## src/rtl/parallel_to_serial.sv

```systemverilog
// parallel_to_serial: accepts WIDTH-bit words over valid/ready, buffers one
// word, and streams each word LSB-first on sEEG, one bit per clk cycle.
// frameStart marks bit 0 of every word; consecutive words are gapless when
// the producer keeps the holding register filled.
module parallel_to_serial #(
  parameter int WIDTH = 4
) (
  input  logic             clk,
  input  logic             rst,
  input  logic [WIDTH-1:0] eegIn,
  input  logic             inValid,
  output logic             inReady,
  output logic             sEEG,
  output logic             sValid,
  output logic             frameStart,
  output logic             busy
);

  localparam int CW = $clog2(WIDTH);
  localparam logic [CW-1:0] LAST = CW'(WIDTH - 1);

  typedef enum logic {
    IDLE  = 1'b0,
    SHIFT = 1'b1
  } state_t;

  // registered state
  state_t           r_state;
  logic [WIDTH-1:0] r_hold;
  logic             r_holdFull;
  logic [WIDTH-1:0] r_shreg;
  logic [CW-1:0]    r_bitCnt;
  logic             r_sValid;
  logic             r_frameStart;

  // next-state values and decode
  state_t           w_state;
  logic [WIDTH-1:0] w_hold;
  logic             w_holdFull;
  logic [WIDTH-1:0] w_shreg;
  logic [CW-1:0]    w_bitCnt;
  logic             w_sValid;
  logic             w_frameStart;
  logic             w_accept;
  logic             w_lastBit;
  logic             w_load;

  // Ready drops during reset so nothing is accepted on a reset edge.
  assign inReady    = !r_holdFull && !rst;
  // shreg is cleared whenever the line goes idle, so bit 0 is already 0 then.
  assign sEEG       = r_shreg[0];
  assign sValid     = r_sValid;
  assign frameStart = r_frameStart;
  assign busy       = (r_state == SHIFT) || r_holdFull;

  // Next-state logic: handshake, load/reload, shifting and end-of-word.
  always_comb begin
    w_state      = r_state;
    w_hold       = r_hold;
    w_holdFull   = r_holdFull;
    w_shreg      = r_shreg;
    w_bitCnt     = r_bitCnt;
    w_sValid     = r_sValid;
    w_frameStart = r_frameStart;

    w_accept  = inValid && inReady;
    w_lastBit = (r_state == SHIFT) && (r_bitCnt == LAST);
    // A reload at the last bit wins over returning to IDLE, so no gap appears.
    w_load    = r_holdFull && ((r_state == IDLE) || w_lastBit);

    case (r_state)
      IDLE: begin
        w_sValid     = 1'b0;
        w_frameStart = 1'b0;
        if (w_load) begin
          w_state      = SHIFT;
          w_shreg      = r_hold;
          w_bitCnt     = '0;
          w_sValid     = 1'b1;
          w_frameStart = 1'b1;
        end
      end
      SHIFT: begin
        if (w_load) begin
          w_shreg      = r_hold;
          w_bitCnt     = '0;
          w_sValid     = 1'b1;
          w_frameStart = 1'b1;
        end else if (w_lastBit) begin
          w_state      = IDLE;
          w_shreg      = '0;
          w_bitCnt     = '0;
          w_sValid     = 1'b0;
          w_frameStart = 1'b0;
        end else begin
          w_shreg      = r_shreg >> 1;
          w_bitCnt     = r_bitCnt + CW'(1);
          w_frameStart = 1'b0;
        end
      end
      default: begin
        w_state      = IDLE;
        w_shreg      = '0;
        w_bitCnt     = '0;
        w_sValid     = 1'b0;
        w_frameStart = 1'b0;
      end
    endcase

    // Accept and drain are mutually exclusive: accept needs an empty hold,
    // a load needs a full one.
    if (w_accept) begin
      w_hold     = eegIn;
      w_holdFull = 1'b1;
    end else if (w_load) begin
      w_holdFull = 1'b0;
    end
  end

  // State register with synchronous reset; reset aborts any frame in flight.
  always_ff @(posedge clk) begin
    if (rst) begin
      r_state      <= IDLE;
      r_hold       <= '0;
      r_holdFull   <= 1'b0;
      r_shreg      <= '0;
      r_bitCnt     <= '0;
      r_sValid     <= 1'b0;
      r_frameStart <= 1'b0;
    end else begin
      r_state      <= w_state;
      r_hold       <= w_hold;
      r_holdFull   <= w_holdFull;
      r_shreg      <= w_shreg;
      r_bitCnt     <= w_bitCnt;
      r_sValid     <= w_sValid;
      r_frameStart <= w_frameStart;
    end
  end

endmodule
```

## config.mk

```make
export PLATFORM = sky130hd
export DESIGN_NAME = parallel_to_serial
export DESIGN_NICKNAME = d
export VERILOG_FILES = /design/src/rtl/parallel_to_serial.sv
export SDC_FILE = /design/constraint.sdc
export NUM_CORES = 1
export LEC_CHECK = 0
export CAP_MARGIN = 20
export CORE_MARGIN = 4
export CORE_UTILIZATION = 30
export CTS_CLUSTER_SIZE = 20
export DETAILED_ROUTE_END_ITERATION = 8
export MAX_ROUTING_LAYER = met4
export SYNTH_ARGS = -nofsm -noshare
export SYNTH_HDL_FRONTEND = slang
export SYNTH_SLANG_ARGS = --single-unit
```

## constraint.sdc

```tcl
create_clock -name clk -period 1.3 [get_ports clk]
set_input_delay 0.39 -clock clk [delete_from_list [all_inputs] [get_ports clk]]
set_output_delay 0.39 -clock clk [all_outputs]
set_load 0.02 [all_outputs]
```

==> impl_metrics.tcl <==
set metrics [dict create \
    ios 12 \
    cts.sinks 14 \
    tightest_slew_ns 0.239 \
    dp_hpwl_microns 814 \
    syn_area_sq_um 596 \
    period_share_pct 99.2 \
    grtUsageTotal_pct 9.90 \
    finalCriticalPeriod_ns 1.29 \
    clk_pin_slew_ns 0.08 \
    gp_congestion 0.739 \
    synth_area_leaders "dfxtp_1 (47%), mux2i_1 (10%), a221oi_2 (7.6%)" \
    clkPwrFrac_pct 26.3 \
    synthesis.instances 59 \
    synthArstFlopShare_pct 0 \
    rows 15 \
    grt_use_met2_pct 15.7 \
    die-height_microns 52.6 \
    p_leak_uw 0.000329 \
    wl_mm 1.12 \
    power_density_nw_per_um2 1190 \
    synth_seq_cells 14 \
    syn_area_per_cell_sq_um 10.1 \
    worst_ep_required_time_ns 0.91 \
    ys.flop_type "dfxtp_1" \
    drt-initial-drc-count 5 \
    num-fill-cells 199 \
    numCtsBuffers 3 \
    fmax_ghz 0.776 \
    criticalPathCategory "input port to primary output" \
    p_seq_share_pct 52.4 \
    finalHoldViolations 0 \
    startpoint_type "input port" \
    vdd_drop_max_mv 0.671 \
    area_growth_pct 29.6 \
    yosys_warnings 0 \
    dieArea_sq_um 2760 \
    num_vias 479 \
    initial_utilization_pct 33.1 \
    antenna_found_initial 0 \
    timing.hold.ws_ns 0.459 \
    synth_area_leader_cell "dfxtp_1" \
    clock_path_buffers 2 \
    global_route.usage.met3_pct 5.13 \
    synth_top_area_share_pct 47.1 \
    arrival_ns 0.90 \
    clock_skew_ns 0.00595 \
    multi_input_area_sq_um 280 \
    critPathSlowestCell "dlygate4sd2_1" \
    ctsRootBufferMaster "clkbuf_4" \
    sw_frac_of_total_pct 27.0 \
    relSlewSlack_pct 84.1 \
    wl_per_cell_microns 11.2 \
    final_area_sq_um 772 \
    critPathMaxStageDelay_ns 0.28 \
    path_cells "dlygate4sd2_1 -> nor2_2 -> buf_6" \
    dr.pass1.iters 4 \
    grt_overflow_total 0 \
    maxSlewViolCount 0 \
    p_int_uw 669 \
    antenna_cells 0 \
    clk_latency_ns 0.27 \
    grt-busiest-layer "met2" \
    hp-class "register to register" \
    ys_seq_area_share_pct 47.1 \
    rsz0062_at_grt "yes" \
    end_kind "primary output" \
    p_sw_uw 248 \
    placed_cell_area_sq_um 746 \
    synth_nets 67 \
    synth_common_cells "dfxtp_1 (14), nor2_1 (12), mux2i_1 (6), nor3_1 (6), a221oi_2 (3)" \
    grtUsageMet1_pct 10.9 \
    finalSetupViolations 0 \
    yosysMostFrequentCell "dfxtp_1" \
    die_w_microns 52.6 \
    grt_pass1_wl_mm 1.90 \
    drv_cap 0 \
    combPwrFrac_pct 21.4 \
    register_area_sq_um 285 \
    vias_per_cell 4.79 \
    grt_pass1_vias 438 \
    cts_tree "done" \
    yosysUniqueCellTypes 19 \
    cts_max_level 1 \
    crit_path_max_fanout 3 \
    status "complete, no violations" \
    final_layout_size_suffix_gt1_share_pct 34.7 \
    core_sq_um 1800 \
    synth_edf_count 0 \
    post-route-drc-count 0 \
    port_buffers 11 \
    antenna_left 0 \
    nets 85 \
    grt_max_degree 14 \
]
area by class of cell:
type	count	share of cell area [%]
repair buffers	18	19.3
well taps	25	4.05
flip-flops and latches	14	37.0
multi-input cells	39	36.3
inverters	1	0.486
clock buffers	3	2.92
metal layers:
| layer | routed length [microns] | part of all wire, % | vias to the layer above |
|---|---|---|---|
| met5 | 0 | 0 | - |
| met4 | 8 | 0.72 | 0 |
| met3 | 82 | 7.3 | 2 |
| met2 | 496 | 44 | 18 |
| met1 | 531 | 47 | 220 |
| li1 | - | - | 239 |
power groups by stage:
stage / Sequential, uW / Clock [uW] / Combinational [uW]
3_5_place_dp: 490 / 0 / 193
5_1_grt: 485 / 271 / 215
4_1_cts: 480 / 248 / 193
2_1_floorplan: 491 / 0 / 121
3_3_place_gp: 489 / 0 / 192
6_report: 480 / 241 / 196
registers in the layout, summed over array words and instances, names as in the netlist:
name	cells
r_hold	4
r_shreg	4
r_state	1
sValid	1
r_bitCnt	2
frameStart	1
r_holdFull	1
critical path, delay by kind of cell:
kind / cells / cell delay [ns]
AND/OR/NAND/NOR: 1 / 0.11
buffers and inverters: 2 / 0.40
cell families (layout without fill, tap and decap cells):
logic type	Yosys count	count (layout)	synth area share [%]
compound gates	8	8	13.9
simple gates	24	24	20.2
fa+ha+maj	1	1	2.10
flops	14	14	47.1
buf+inv	6	22	6.72
mux	6	6	10.1
per-stage QoR:
step                      setup WS (ns)  instances  power [uW]  util, %  setup TNS, ns
final                            0.0109        100         917     42.8              0
after CTS                      -0.00105         99         921     42.9       -0.00105
after global routing            -0.0321        100         971     42.8        -0.0516
after detailed placement         -0.672         96         684     41.4          -1.73
after floorplan                  0.0376         59         613        -              0
after global placement           -0.668         96         681     41.4          -1.63
path summary, 6_finish.rpt:
kind | cells after the start | slack (ns) | to | startpoint
worst min register to register | 2 | 0.46 | sValid | sValid
worst max register to register | 4 | 0.11 | r_shreg[2] | r_bitCnt[0]
worst max-delay path | 3 | 0.01 | inReady | rst
worst min-delay path | 2 | 0.46 | sValid | sValid
placed cells by master (no fill, tap or decap), types with 2 or more instances in the layout:
| cell | Yosys | layout |
|---|---|---|
| dfxtp_1 | 14 | 12 |
| nor2_1 | 12 | 11 |
| buf_4 | 0 | 7 |
| mux2i_1 | 6 | 6 |
| nor3_1 | 6 | 6 |
| clkdlybuf4s50_1 | 0 | 5 |
| a221oi_2 | 3 | 3 |
| clkbuf_4 | 0 | 3 |
| a21oi_1 | 2 | 2 |
| nand2_1 | 2 | 2 |
| buf_2 | 2 | 2 |
| buf_6 | 2 | 2 |
what timing repair did:
action / CTS / global route
resized for setup: 24 / 6
pin swaps: 1 / 0
endpoints found under the hold margin: 0 / 0
hold buffers: 0 / 0
buffers inserted: 0 / 1
endpoints found under the setup margin: 5 / 6
Note: power is estimated with default switching activity, not from simulation.
